File: config.mk
export PLATFORM = sky130hd
export DESIGN_NAME = alu_seq
export DESIGN_NICKNAME = d
export VERILOG_FILES = /design/src/rtl/alu_seq.sv
export SDC_FILE = /design/constraint.sdc
export NUM_CORES = 1
export LEC_CHECK = 0
export ABC_CLOCK_PERIOD_IN_PS = 5450
export CORE_MARGIN = 2
export CORE_UTILIZATION = 40
export CTS_BUF_LIST = sky130_fd_sc_hd__clkbuf_8
export DETAILED_ROUTE_END_ITERATION = 6
export PLACE_DENSITY_LB_ADDON = 0.12
export SKIP_CTS_REPAIR_TIMING = 1
export SYNTH_ARGS = -nofsm -noshare
export SYNTH_HDL_FRONTEND = slang
export SYNTH_SLANG_ARGS = --single-unit
File: constraint.sdc
create_clock -name clk_i -period 5.45 [get_ports clk_i]
set_input_delay 1.3625 -clock clk_i [delete_from_list [all_inputs] [get_ports clk_i]]
set_output_delay 1.3625 -clock clk_i [all_outputs]
set_load 0.01 [all_outputs]
File: src/rtl/alu_seq.sv
// Handshaked sequential ALU: single-cycle add/sub/and/or/slt plus iterative
// unsigned multiply (shift-add) and divide/remainder (restoring).
module alu_seq #(
    parameter int WIDTH = 32,
    parameter int CNT_W = 6
) (
    input  logic             clk_i,
    input  logic             rst_i,
    input  logic             valid_i,
    output logic             ready_o,
    input  logic [WIDTH-1:0] data1_i,
    input  logic [WIDTH-1:0] data2_i,
    input  logic [2:0]       ALUCtrl_i,
    output logic             valid_o,
    input  logic             ready_i,
    output logic [WIDTH-1:0] data_o,
    output logic             Zero_o,
    output logic             Ovf_o,
    output logic             Div0_o
);

    localparam logic [2:0] OP_AND  = 3'b000;
    localparam logic [2:0] OP_OR   = 3'b001;
    localparam logic [2:0] OP_ADD  = 3'b010;
    localparam logic [2:0] OP_MUL  = 3'b011;
    localparam logic [2:0] OP_DIVU = 3'b100;
    localparam logic [2:0] OP_REMU = 3'b101;
    localparam logic [2:0] OP_SUB  = 3'b110;
    localparam logic [2:0] OP_SLT  = 3'b111;

    localparam logic [CNT_W-1:0] CNT_LOAD = CNT_W'(WIDTH - 1);

    typedef enum logic [1:0] {
        S_IDLE,
        S_MUL,
        S_DIV,
        S_DONE
    } state_t;

    state_t             state_q, state_d;
    logic               live_q;
    logic [2:0]         op_q, op_d;
    logic [WIDTH-1:0]   a_q, a_d;
    logic [WIDTH-1:0]   b_q, b_d;
    logic [WIDTH-1:0]   hi_q, hi_d;
    logic [WIDTH-1:0]   lo_q, lo_d;
    logic [CNT_W-1:0]   cnt_q, cnt_d;
    logic [WIDTH-1:0]   result_q, result_d;
    logic               zero_q, zero_d;
    logic               ovf_q, ovf_d;
    logic               div0_q, div0_d;

    logic               accept;
    logic               fin;

    logic [WIDTH-1:0]   add_res;
    logic [WIDTH-1:0]   sub_res;
    logic               add_ovf;
    logic               sub_ovf;
    logic               slt_res;

    logic [WIDTH:0]     mul_sum;
    logic [WIDTH-1:0]   mul_hi;
    logic [WIDTH-1:0]   mul_lo;

    logic [WIDTH:0]     div_shift;
    logic [WIDTH:0]     div_diff;
    logic               div_ok;
    logic [WIDTH-1:0]   div_hi;
    logic [WIDTH-1:0]   div_lo;

    // live_q keeps ready_o low until the first edge after reset release
    assign ready_o = live_q && (state_q == S_IDLE);
    assign valid_o = (state_q == S_DONE);
    assign accept  = valid_i && ready_o;
    assign data_o  = result_q;
    assign Zero_o  = zero_q;
    assign Ovf_o   = ovf_q;
    assign Div0_o  = div0_q;

    assign add_res = data1_i + data2_i;
    assign sub_res = data1_i - data2_i;
    assign add_ovf = (data1_i[WIDTH-1] == data2_i[WIDTH-1]) && (add_res[WIDTH-1] != data1_i[WIDTH-1]);
    assign sub_ovf = (data1_i[WIDTH-1] != data2_i[WIDTH-1]) && (sub_res[WIDTH-1] != data1_i[WIDTH-1]);
    assign slt_res = $signed(data1_i) < $signed(data2_i);

    // Multiply: {hi,lo} starts as {0,B}; add A into hi when lo[0] set, then shift right
    assign mul_sum = {1'b0, hi_q} + (lo_q[0] ? {1'b0, a_q} : {(WIDTH+1){1'b0}});
    assign mul_hi  = mul_sum[WIDTH:1];
    assign mul_lo  = {mul_sum[0], lo_q[WIDTH-1:1]};

    // Divide: hi is the partial remainder, lo shifts the dividend out and the quotient in
    assign div_shift = {hi_q, lo_q[WIDTH-1]};
    assign div_diff  = div_shift - {1'b0, b_q};
    assign div_ok    = ~div_diff[WIDTH];
    assign div_hi    = div_ok ? div_diff[WIDTH-1:0] : div_shift[WIDTH-1:0];
    assign div_lo    = {lo_q[WIDTH-2:0], div_ok};

    always_comb begin
        state_d  = state_q;
        op_d     = op_q;
        a_d      = a_q;
        b_d      = b_q;
        hi_d     = hi_q;
        lo_d     = lo_q;
        cnt_d    = cnt_q;
        result_d = result_q;
        zero_d   = zero_q;
        ovf_d    = ovf_q;
        div0_d   = div0_q;
        fin      = 1'b0;

        case (state_q)
            S_IDLE: begin
                if (accept) begin
                    op_d   = ALUCtrl_i;
                    a_d    = data1_i;
                    b_d    = data2_i;
                    ovf_d  = 1'b0;
                    div0_d = 1'b0;
                    case (ALUCtrl_i)
                        OP_ADD: begin
                            fin      = 1'b1;
                            result_d = add_res;
                            ovf_d    = add_ovf;
                        end
                        OP_SUB: begin
                            fin      = 1'b1;
                            result_d = sub_res;
                            ovf_d    = sub_ovf;
                        end
                        OP_AND: begin
                            fin      = 1'b1;
                            result_d = data1_i & data2_i;
                        end
                        OP_OR: begin
                            fin      = 1'b1;
                            result_d = data1_i | data2_i;
                        end
                        OP_SLT: begin
                            fin      = 1'b1;
                            result_d = {{(WIDTH-1){1'b0}}, slt_res};
                        end
                        OP_MUL: begin
                            state_d = S_MUL;
                            hi_d    = '0;
                            lo_d    = data2_i;
                            cnt_d   = CNT_LOAD;
                        end
                        default: begin
                            // divu / remu; a zero divisor short-circuits the iteration
                            if (data2_i == '0) begin
                                fin      = 1'b1;
                                div0_d   = 1'b1;
                                result_d = (ALUCtrl_i == OP_DIVU) ? {WIDTH{1'b1}} : data1_i;
                            end else begin
                                state_d = S_DIV;
                                hi_d    = '0;
                                lo_d    = data1_i;
                                cnt_d   = CNT_LOAD;
                            end
                        end
                    endcase
                end
            end

            S_MUL: begin
                hi_d = mul_hi;
                lo_d = mul_lo;
                if (cnt_q == '0) begin
                    fin      = 1'b1;
                    result_d = mul_lo;
                    ovf_d    = |mul_hi;
                end else begin
                    cnt_d = cnt_q - 1'b1;
                end
            end

            S_DIV: begin
                hi_d = div_hi;
                lo_d = div_lo;
                if (cnt_q == '0) begin
                    fin      = 1'b1;
                    result_d = (op_q == OP_DIVU) ? div_lo : div_hi;
                end else begin
                    cnt_d = cnt_q - 1'b1;
                end
            end

            S_DONE: begin
                if (ready_i) begin
                    state_d = S_IDLE;
                end
            end

            default: begin
                state_d = S_IDLE;
            end
        endcase

        if (fin) begin
            state_d = S_DONE;
            zero_d  = (result_d == '0);
        end
    end

    always_ff @(posedge clk_i or negedge rst_i) begin
        if (!rst_i) begin
            state_q  <= S_IDLE;
            live_q   <= 1'b0;
            op_q     <= '0;
            a_q      <= '0;
            b_q      <= '0;
            hi_q     <= '0;
            lo_q     <= '0;
            cnt_q    <= '0;
            result_q <= '0;
            zero_q   <= 1'b0;
            ovf_q    <= 1'b0;
            div0_q   <= 1'b0;
        end else begin
            state_q  <= state_d;
            live_q   <= 1'b1;
            op_q     <= op_d;
            a_q      <= a_d;
            b_q      <= b_d;
            hi_q     <= hi_d;
            lo_q     <= lo_d;
            cnt_q    <= cnt_d;
            result_q <= result_d;
            zero_q   <= zero_d;
            ovf_q    <= ovf_d;
            div0_q   <= div0_d;
        end
    end

endmodule

Yosys cells after proc, flatten, opt, wreduce, memory -nomap -nowiden
Index checks and enable logic that the tools add are counted.

Register bits after elaboration: 175. Output and inout bits: 37. Word-level logic and storage cells: 105. Input port bits: 71.

Reduce and logical (&&, ||, !) cells: 22. Bitwise logic cells: 3. Multiplexer cells: 39. Add/subtract/negate cells: 5. Eq/ne operators: 23. Magnitude comparators: 1.

Operators by type and width (count): $mux W32 (12); $pmux W32 S3 (3); $pmux W32 S6 (1); $pmux W32 S2 (2); $logic_not A32 Y1 (2); $add A32 B32 Y33 (1); $sub A33 B32 Y33 (1); $add A32 B32 Y32 (1); $and A32 B32 Y32 (1); $lt A32 B32 Y1 (1); $or A32 B32 Y32 (1); $reduce_or A32 Y1 (1); $sub A32 B32 Y32 (1); $pmux W6 S2 (2); $mux W6 (3); $eq A3 B3 Y1 const B (4); $reduce_and A5 Y1 (2); $mux W2 (4); $ne A2 B2 Y1 const B (4); $pmux W1 S2 (4); $pmux W2 S2 (2); $eq A3 B2 Y1 const B (2); $logic_not A6 Y1 (1); $mux W1 (6); 22 further kinds (31).

Depth between registers and ports, before layout
Gate-level depths: netlist of the first run.

Depth in word-level cells: 7. Mapped depth: 18.

Worst setup path after synthesis of the first run
Ideal clock, no wire load.

Kind: input -> register. From: in data1_i[19]. To: reg zero_q, in the netlist Zero_o. Data arrival time: 4.666 ns. Library setup time: 0.104 ns. Stages on the path: 14. Path buffers: 0. Required time: 5.346 ns. Setup slack: 0.681 ns. Cells stage by stage: inv_1 -> ha_1 -> or4_1 -> nor4b_1 -> nand2_1 -> a311oi_1 -> a221oi_1 -> a21o_1 -> xnor2_1 -> a221o_1 -> a21o_1 -> a2111oi_0 -> o2111ai_1 -> o41ai_2.

Longest elaborated chain between the ends: 6. Elaborated cells between the ends (all ways): 11. Those cells by class: add/sub: 2; order compare: 1; mux: 5; bitwise: 2; reduce/logical: 1.

RTL lines: from (decl) (RTL line 11) `input logic [WIDTH-1:0] data1_i,`; parallel branches: the longest is 2 deep, another holds $sub A32 B32 Y32; $pmux W32 S6 (*) (RTL line 121) `case (ALUCtrl_i)`; $mux W32 (*) (RTL line 115) `if (accept) begin`; $pmux W32 S3 (*) (RTL line 113) `case (state_q)`; $logic_not A32 Y1 (*) (RTL line 203) `zero_d = (result_d == '0);`; to (signal assigned) (RTL line 231) `zero_q <= zero_d;`; to (decl) (RTL line 49) `logic zero_q, zero_d;`.

Every way passes the cells marked *. A chain may end at the register's enable or synchronous reset.

Final worst setup path of the first run
From: in data2_i[11]. To: reg zero_q, in the netlist Zero_o.

Longest elaborated chain between the ends: 6. Elaborated cells between the ends (all ways): 15. Those cells by class: add/sub: 2; order compare: 1; mux: 8; bitwise: 2; reduce/logical: 2.

RTL lines: from (decl) (RTL line 12) `input logic [WIDTH-1:0] data2_i,`; parallel branches: the longest is 2 deep, another holds $sub A32 B32 Y32; $pmux W32 S6 (*) (RTL line 121); $mux W32 (*) (RTL line 115); $pmux W32 S3 (*) (RTL line 113); via result_d[24] (RTL line 48) `logic [WIDTH-1:0] result_q, result_d;`; $logic_not A32 Y1 (*) (RTL line 203).

Mark *: on every way through the listed nets, which the timed path passes.

==> impl_metrics.ini, run 1 <==
[final_layout]
num_antenna_cells = 0
drive_above_1_share = 0.169
most-common-layout-cells = 427 x buf_4, 373 x nand2_1, 336 x o21ai_0, 248 x a21oi_1, 194 x nor2_1
stdcell_area_um2 = 25500
multi_input_area_um2 = 14800
fin_nets = 3482
final_common_cell = buf_4
area_growth_pct = 25.1
regArea_um2 = 4380
final.fill_count = 5151

[job]
drv_cap = 0

[setup_path]
setup.worst_path.start_class = primary input
endpoint_kind = flip-flop
critical_path.max_fanout = 10
r2r.worst_path.cells = 16
worstPathArrival_ns = 5.83
path_class = in -> reg
worstPathRequired_ns = 5.87

[detailed_routing]
drc = 0
drt_first_pass_iters = 5
avgRoutedWirePerCell_um = 26.4
drt-total-wl_mm = 103
first_iter_violations = 3047
vias = 24600
ant_nets = 0
vias_per_cell = 6.27

[cts]
cts_buffer_depth = 2
numCtsBuffers = 17
cts_max_level = 4
cts_tree = done
clk_latency_ns = 0.52
clock-sinks = 175
root_buffer = clkbuf_8
clkTransAtPathRegs_ns = 0.11

[synthesis]
synthesis.nets = 3110
async_flop_share = 1.00
yosys_register_bits = 175
seq_area_frac_synth = 0.215
avgSynthCellArea_um2 = 7.13
ys.flop_type = dfrtp_1
synth_edf_count = 0
syn_inst = 2862
syn-cell-area_um2 = 20400
ys_warn_count = 0
yosysUniqueCellTypes = 92

[global_routing]
overflow = 0
top_usage_layer = met1
grt_max_degree = 96
grt_use_met1 = 0.560
grt_pass1_vias = 23000
grtUsageTotal = 0.383
groute.layer.met3.usage = 0.0768
antenna_found_initial = 4
grt_pass1_wl_mm = 152
gr-usage-met2 = 0.558

[place]
pre_cts_ws_ns = -0.674
place.gp.congestion = 1.03
io_buffer_count = 107
placed_area_um2 = 25000
hpwl_mm = 82.8

[sta]
relSlewSlack = 0.224
fin_ws_ns = 0.0338
finClkSkew_ns = 0.0214
period_share = 0.994
drv_slew = 0
setup_violations = 0
fin_crit_ns = 5.42
clock.fmax_ghz = 0.185
worst_slew_pin_slew_ns = 1.13
hold_viol = 0

[floorplan]
coreArea_um2 = 50300
chipWidth_um = 230
io_pins = 108
start_util = 0.406
die-area_um2 = 52900
die_h_um = 230
rows = 82

[pwr]
p_leak_nw = 11.6
max-vdd-ir-drop_mv = 0.338
pwr-share-clk = 0.088
fin_total_pwr_w = 0.0110
swShare = 0.537
switchingPower_w = 0.00589
seqPwrFrac = 0.227
combinationalPowerShare = 0.685
powerDensity_nw_per_um2 = 429
p_int_w = 0.00507

[worst_hold_path]
hold_class = reg -> reg
hold_depth = 2

[outcome]
status = complete, no violations
==> sequential cells by signal (all words and copies together), names as in the netlist <==
name     flops
a_q         32
b_q         32
data_o      32
hi_q        32
lo_q        32
cnt_q        6
op_q         3
state_q      2
Div0_o       1
Ovf_o        1
Zero_o       1
live_q       1
==> area by class of cell <==
type,count,share of cell area
Clock buffer,21,0.0113
Multi-Input combinational cell,2329,0.581
Inverter,168,0.0247
Tap cell,672,0.0329
Timing Repair Buffer,543,0.175
Clock inverter,10,0.00397
Sequential cell,175,0.171
==> cells by family (layout without fill, tap and decap cells) <==
group	after synthesis	after routing	synth area share
compound gates	1093	1093	0.341
xor+xnor	56	56	0.0240
fa+ha+maj	177	177	0.110
buf+inv	358	742	0.0666
flops	175	175	0.215
mux	45	45	0.0235
other cells	1	1	0.000184
simple gates	957	957	0.220
==> power by group through the flow <==
stage	Combinational (W)	Clock, W	Sequential, W
2_1_floorplan	0.00447	0	0.00224
3_3_place_gp	0.00715	0	0.00246
3_5_place_dp	0.00722	0	0.00248
4_1_cts	0.00726	0.000971	0.00246
5_1_grt	0.00807	0.00102	0.00254
6_report	0.00751	0.000964	0.00249
==> critical path, stage by stage <==
cell and delay [ns]:
clkdlybuf4s50_1 0.62, inv_1 0.11, ha_1 0.29, buf_4 0.17
nand4_1 0.22, nor3_1 0.23, buf_4 0.14, and3_1 0.17
buf_4 0.11, o211ai_1 0.18, nand3_1 0.24, a2bb2oi_1 0.11
o2111a_1 0.30, a211o_1 0.25, or4_1 0.43, nor4_2 0.34
nand4b_1 0.20, o41ai_2 0.33
==> per-stage QoR <==
step	std cells	utilization	setup TNS (ns)	hold slack (ns)
6_report	3918	0.508	0	0.483
5_1_grt	3918	0.508	-0.0726	0.518
4_1_cts	3917	0.505	-0.133	0.488
3_5_place_dp	3886	0.497	-1.32	0.465
3_3_place_gp	3886	0.497	-1.14	0.455
2_1_floorplan	2862	-	0	0.442
==> path summary, 6_finish.rpt <==
kind	startpoint	to	slack (ns)
max	data2_i[11]	Zero_o	0.03
min	a_q[8]	a_q[8]	0.48
max reg2reg	lo_q[31]	Zero_o	0.10
min reg2reg	a_q[8]	a_q[8]	0.48
max in group asynchronous	rst_i	data_o[19]	3.56
min in group asynchronous	rst_i	a_q[5]	0.92
==> synth_stat cells (15+ instances only) <==
| cell type | n | area share |
|---|---|---|
| a221oi_1 | 15 | 0.0064 |
| nor2b_1 | 21 | 0.0064 |
| nor3_1 | 68 | 0.017 |
| nor2_1 | 196 | 0.036 |
| nand2_1 | 375 | 0.069 |
| o21a_1 | 32 | 0.012 |
| dfrtp_1 | 175 | 0.21 |
| a22oi_1 | 45 | 0.017 |
| nand3_1 | 76 | 0.019 |
| a211oi_1 | 38 | 0.014 |
| buf_1 | 32 | 0.0059 |
| nor4_1 | 26 | 0.0080 |
| xor2_1 | 16 | 0.0069 |
| xnor2_1 | 40 | 0.017 |
| o21bai_1 | 18 | 0.0066 |
| and3_1 | 25 | 0.0077 |
| nand2b_1 | 24 | 0.0074 |
| o211ai_1 | 34 | 0.013 |
| a21oi_1 | 253 | 0.062 |
| a31oi_1 | 41 | 0.013 |
| inv_1 | 168 | 0.031 |
| o21ai_0 | 338 | 0.083 |
| nand4_1 | 27 | 0.0083 |
| mux2i_1 | 34 | 0.017 |
| clkbuf_1 | 145 | 0.027 |
| o22ai_1 | 33 | 0.010 |
| ha_1 | 173 | 0.11 |
| and2_1 | 45 | 0.014 |
| o31ai_1 | 23 | 0.0085 |
| a21o_1 | 49 | 0.018 |
==> per-layer routing <==
layer  vias to the layer above  wire length [µm]
met5                         -                50
met4                         8              3710
met3                       169             10900
met2                      1347             42800
met1                     11800             45900
li1                      11200                 -
(Power assumes the default switching activity.)
==> inputs of run 2 (changes only) <==
--- a/config.mk
+++ b/config.mk
@@ -11,7 +11,6 @@
 export CTS_BUF_LIST = sky130_fd_sc_hd__clkbuf_8
 export DETAILED_ROUTE_END_ITERATION = 6
 export PLACE_DENSITY_LB_ADDON = 0.12
-export SKIP_CTS_REPAIR_TIMING = 1
 export SYNTH_ARGS = -nofsm -noshare
 export SYNTH_HDL_FRONTEND = slang
 export SYNTH_SLANG_ARGS = --single-unit
==> constraint.sdc (replaced) <==
create_clock -name clk_i -period 5.45 [get_ports clk_i]
set_input_delay 0.8175 -clock clk_i [delete_from_list [all_inputs] [get_ports clk_i]]
set_output_delay 0.8175 -clock clk_i [all_outputs]
set_load 0.01 [all_outputs]
==> run 2 against run 1 <==
  * Sequential share of layout area is 1.2 points higher
  * Final cell count is 4.7% lower
  * First-iteration DRC count is 5.6% higher
  * Clock-buffer cell count is 3 lower
  * Sequential cell count stayed put
  * Register-to-register slack better by 0.19 ns
  * Sequential power hardly changed
  * Clock skew is 0.0019 ns lower
  * Via count is 2.3% lower
  * Worst hold slack worse by 0.16 ns
  * Setup slack better by 0.25 ns
  * Wire length is 0.21% lower
  * Critical path type is now reg -> reg
==> impl_metrics.ini, run 2 (synthesis results as in run 1) <==
[cts]
post_cts_resized = 0
numCtsBuffers = 17
cts_hold_buf = 0
cts_tree = done
cts_max_level = 4
root_buffer = clkbuf_8
clk_latency_ns = 0.56
cts_buffer_depth = 2
clock-sinks = 175
clkTransAtPathRegs_ns = 0.11

[setup_path]
r2r_setup_slack_ns = 0.29
r2r-end = Zero_o
max_stage_delay_ns = 0.45
r2r.worst_path.cells = 18
path_class = reg -> reg
path_delay_family = compound AO/OA/AOI/OAI gates
critical_path.max_fanout = 4
r2r-start = lo_q[31]
path_cells = inv_1, ha_1, inv_1, fa_1, a211oi_1, o211ai_1, and4_1, a2111oi_1, buf_4, o41ai_1, xor2_1, mux2_1, a21oi_1, o21ai_1, nor4_1, buf_4, o2111ai_1, o41ai_2
worstPathArrival_ns = 5.62
endpoint_kind = flip-flop
slowest_stage = a211oi_1
worstPathRequired_ns = 5.90
crit_buf_inv = 4
setup.worst_path.start_class = flip-flop
crit_cells = 18

[floorplan]
chipWidth_um = 230
coreArea_um2 = 50300
start_util = 0.406
rows = 82
die_h_um = 230
io_pins = 108
die-area_um2 = 52900

[sta]
clock.fmax_ghz = 0.194
fin_crit_ns = 5.16
rsz0062_at_grt = no
drv_slew = 0
holdWs_ns = 0.325
relSlewSlack = 0.356
tns_ns = 0
hold_viol = 0
setup_violations = 0
period_share = 0.948
finClkSkew_ns = 0.0195
worst_slew_pin_slew_ns = 0.941

[pwr]
p_leak_nw = 10.6
powerDensity_nw_per_um2 = 456
fin_total_pwr_w = 0.0109
max-vdd-ir-drop_mv = 0.218

[final_layout]
most-common-layout-cells = 373 x nand2_1, 338 x o21ai_0, 253 x a21oi_1, 242 x buf_4, 195 x nor2_1
fin_util = 0.476
final_common_cell = nand2_1
regArea_um2 = 4380
drive_above_1_share = 0.109
final.fill_count = 5262
area_growth_pct = 17.2
fin_nets = 3292
multi_input_area_um2 = 14700

[global_routing]
grt_pass1_vias = 22300
grt_pass1_wl_mm = 151
antenna_found_initial = 2
grt_max_degree = 94
grtUsageTotal = 0.384
overflow = 0

[place]
io_buffer_count = 107
hpwl_mm = 81.1
place.gp.congestion = 1.02

[detailed_routing]
drc = 0
ant_nets = 0
drt-total-wl_mm = 103
drt_first_pass_iters = 6
first_iter_violations = 3217
vias_per_cell = 6.43
vias = 24000
avgRoutedWirePerCell_um = 27.6

[job]
drv_cap = 0

[outcome]
status = complete, no violations

[worst_hold_path]
hold_class = in -> async
[run 2: cell types whose count changed in the layout (fill, tap and decap cells not counted), moves of 4 or more]
cell | previous run | this run
a21oi_1 | 248 | 253
nor4_2 | 5 | 1
dlymetal6s2s_1 | 6 | 0
buf_12 | 9 | 4
a21oi_2 | 7 | 2
clkdlybuf4s50_1 | 97 | 103
nor4_1 | 21 | 25
diode_2 | 0 | 4
buf_4 | 427 | 242
[run 2: cell type report]
type	count	area share
multi-input cells	2329	0.615
flip-flops and latches	175	0.183
clock buffers	18	0.0104
diodes	4	0.000418
inverters	168	0.0264
well taps	672	0.0351
clock inverters	14	0.00633
repair buffers	353	0.124
[run 2: worst register-to-register path, cell delays in order, from the launching register on]
cell and delay, ns:
dfrtp_1 0.39, inv_1 0.18, ha_1 0.28, inv_1 0.08, fa_1 0.39, a211oi_1 0.45
o211ai_1 0.30, and4_1 0.29, a2111oi_1 0.36, buf_4 0.22, o41ai_1 0.09, xor2_1 0.15
mux2_1 0.40, a21oi_1 0.27, o21ai_1 0.27, nor4_1 0.31, buf_4 0.19, o2111ai_1 0.13
o41ai_2 0.30
[run 2: power by group]
part           total (W)  internal, W  switching (W)
combinational    0.00739      0.00269        0.00471
sequential       0.00251      0.00183       0.000683
clock            0.00101     0.000425       0.000584
total             0.0109      0.00494        0.00597
[run 2: metrics by stage]
stage               instance area [µm²]  cells  worst slack [ns]
detailed placement                23500   3693           -0.0621
global placement                  23500   3693           -0.0293
CTS                               23900   3725             0.322
global route                      23900   3730            0.0495
floorplan                         20400   2862              1.23
finish                            23900   3733             0.286
[run 2: layer usage]
metal  global-route usage  vias to the layer above  wire length [µm]
met1                0.563                    11700             46400
met2                0.561                     1370             43000
met3               0.0804                      158             10600
met5                    0                        -                 0
li1                     -                    10800                 -
met4                0.118                        0              3240
[run 2: repair_timing]
| item | in CTS | in global routing |
|---|---|---|
| setup buffers | 0 | 4 |
| endpoints found under the setup margin | 0 | 1 |
| endpoints found under the hold margin | 0 | 0 |
[run 2: how the worst max path moves through the flow]
stage                     slack [ns]     end         from
after floorplan                 1.23  Zero_o  data1_i[19]
after global placement         -0.03  Zero_o  data2_i[15]
after detailed placement       -0.06  Zero_o  data2_i[12]
after CTS                       0.32  Zero_o     lo_q[31]
after global routing            0.05  Zero_o     lo_q[31]
final                           0.29  Zero_o     lo_q[31]
==> edit: new RTL, settings of run 1 <==
`CNT_W`: 6 -> 12.
--- a/src/rtl/alu_seq.sv
+++ b/src/rtl/alu_seq.sv
@@ -2,7 +2,7 @@
 // unsigned multiply (shift-add) and divide/remainder (restoring).
 module alu_seq #(
     parameter int WIDTH = 32,
-    parameter int CNT_W = 6
+    parameter int CNT_W = 12
 ) (
     input  logic             clk_i,
     input  logic             rst_i,
Check against the original RTL: no difference found for any inputs over 4 cycles, from zero or initial values and one cycle with rst_i low; that may be too few to reach the edited logic, so the function may still have changed.
==> edit against run 1 <==
Sequential share of layout area rose by 0.90 points. Register-to-register slack improved by 80 ps. Synthesized area down 4.2%. Synthesized cell count decreased by 7.0%. Wire length fell by 6.4%. Design area fell by 1.7%. Sequential cell count grew 6. Power grew 13%. The run now ends with design-rule violations left. Setup slack worse by 14 ps.
==> edit: results (changes against run 1) <==
{| class="wikitable"
! Metric !! Value
|-
| P_sw || 6.73 mW (+14%)
|-
| Data arrival time of the critical path || 5910 ps (+80 ps)
|-
| Pin count of the biggest net entering global routing || 102 (+6.3%)
|-
| Start point of the worst hold path || a_q[6]
|-
| Remaining design rule violation count || 7 (+7)
|-
| Fill cells || 4,771 (-7.4%)
|-
| Smallest hold slack || 479 ps (-4.04 ps)
|-
| Setup slack, reg-to-reg || 180 ps (+80 ps)
|-
| Clock Skew || 19.2 ps (-2.14 ps)
|-
| Cell-internal power || 5.62 mW (+11%)
|-
| Number of antenna violations at the first check in global routing || 1 (-3)
|-
| Violations in the final reports || design-rule violations
|-
| Max incr delay on CP || 570 ps (-50 ps)
|-
| Biggest fanout along the worst timing path || 4 (-6)
|-
| Power of the sequential group || 2.68 mW (+8%)
|-
| Vias in the first global route || 21,481 (-6.6%)
|-
| Routability-driven placement congestion ratio || 1.01 (-1.8%)
|-
| Final nets || 3,276 (-5.9%)
|-
| Routed via count divided by cell count || 6.26 (-0.18%)
|-
| Result of the run || finished, violations left
|-
| Clk power || 978 uW (+1%)
|-
| Quantity of I/O buffers inserted on ports || 107 (unchanged)
|-
| Post-Syn Nets || 2,906 (-6.6%)
|-
| Leading post-synthesis cells by cell area || sky130_fd_sc_hd__dfrtp_1, sky130_fd_sc_hd__ha_1, sky130_fd_sc_hd__o21ai_0
|-
| Total global-route track usage || 0.377 (-0.00588)
|-
| Mean routed wirelength per cell || 26.4 um (about the same)
|-
| First-pass GRT wire length || 141,000 um (-7.4%)
|-
| DRT Pass-1 Iters || 7 (+2)
|-
| Clock latency on the worst-skew pair || 570 ps (+50 ps)
|-
| Commonest cells in the netlist || sky130_fd_sc_hd__nand2_1, sky130_fd_sc_hd__o21ai_0, sky130_fd_sc_hd__a21oi_1
|-
| Worst slew pin tran || 1410 ps (+278 ps)
|-
| RR Startpoint || hi_q[18]
|-
| Number of library cell types mapped by synthesis || 84 (-8.7%)
|-
| Starting DRT DRC Count || 2,987 (-2.0%)
|-
| Terminating pin of the worst hold path || a_q[6]
|-
| Worst Reg2Reg Path Length in Cells || 15 (-1)
|-
| Peak supply drop || 0.327 mV (-3.4%)
|-
| Dpl hpwl || 76,800 um (-7.2%)
|}
## edit: cell types whose count changed in the layout (fill, tap and decap cells not counted), moves of 22 or more
cell | before | now
sky130_fd_sc_hd__clkdlybuf4s50_1 | 97 | 70
sky130_fd_sc_hd__nand2_1 | 373 | 303
sky130_fd_sc_hd__ha_1 | 169 | 147
sky130_fd_sc_hd__buf_4 | 427 | 404
sky130_fd_sc_hd__dlymetal6s2s_1 | 6 | 33
sky130_fd_sc_hd__a22oi_1 | 45 | 18
sky130_fd_sc_hd__o21ai_0 | 336 | 264
sky130_fd_sc_hd__a211oi_1 | 38 | 61
sky130_fd_sc_hd__inv_1 | 167 | 136
## edit: kinds of logic (layout without fill, tap and decap cells)
family          after synthesis  after routing  share of synthesized area
flops                       181            181                      0.232
buf+inv                     329            711                     0.0638
xor+xnor                     80             80                     0.0358
other cells                   1              2                   0.000192
mux                          28             28                     0.0145
simple gates                840            840                      0.200
fa+ha+maj                   173            173                      0.112
compound gates             1030           1030                      0.342
## edit: stage by stage
step	worst slack [ps]	instance area, um^2	instances	util
after global routing	-19.8	25100	3666	0.517
after CTS	-343	24300	3655	0.501
after detailed placement	-975	23900	3624	0.493
final	19.7	25100	3667	0.517
after global placement	-838	23900	3624	0.493
after floorplan	220	19500	2662	-
## edit: layout make-up
cell class	instances	share of cell area
clock inverter	10	0.00389
tap	622	0.0310
antenna	1	0.0000997
inverter	155	0.0232
sequential	181	0.180
multi-input combinational	2152	0.575
clock buffer	21	0.0115
timing repair buffer	525	0.175
## edit: per-layer routing
layer,GRT usage,wire length (um)
met4,0.117,2990
met2,0.544,39900
met1,0.545,42900
met5,0,0
met3,0.0963,11000
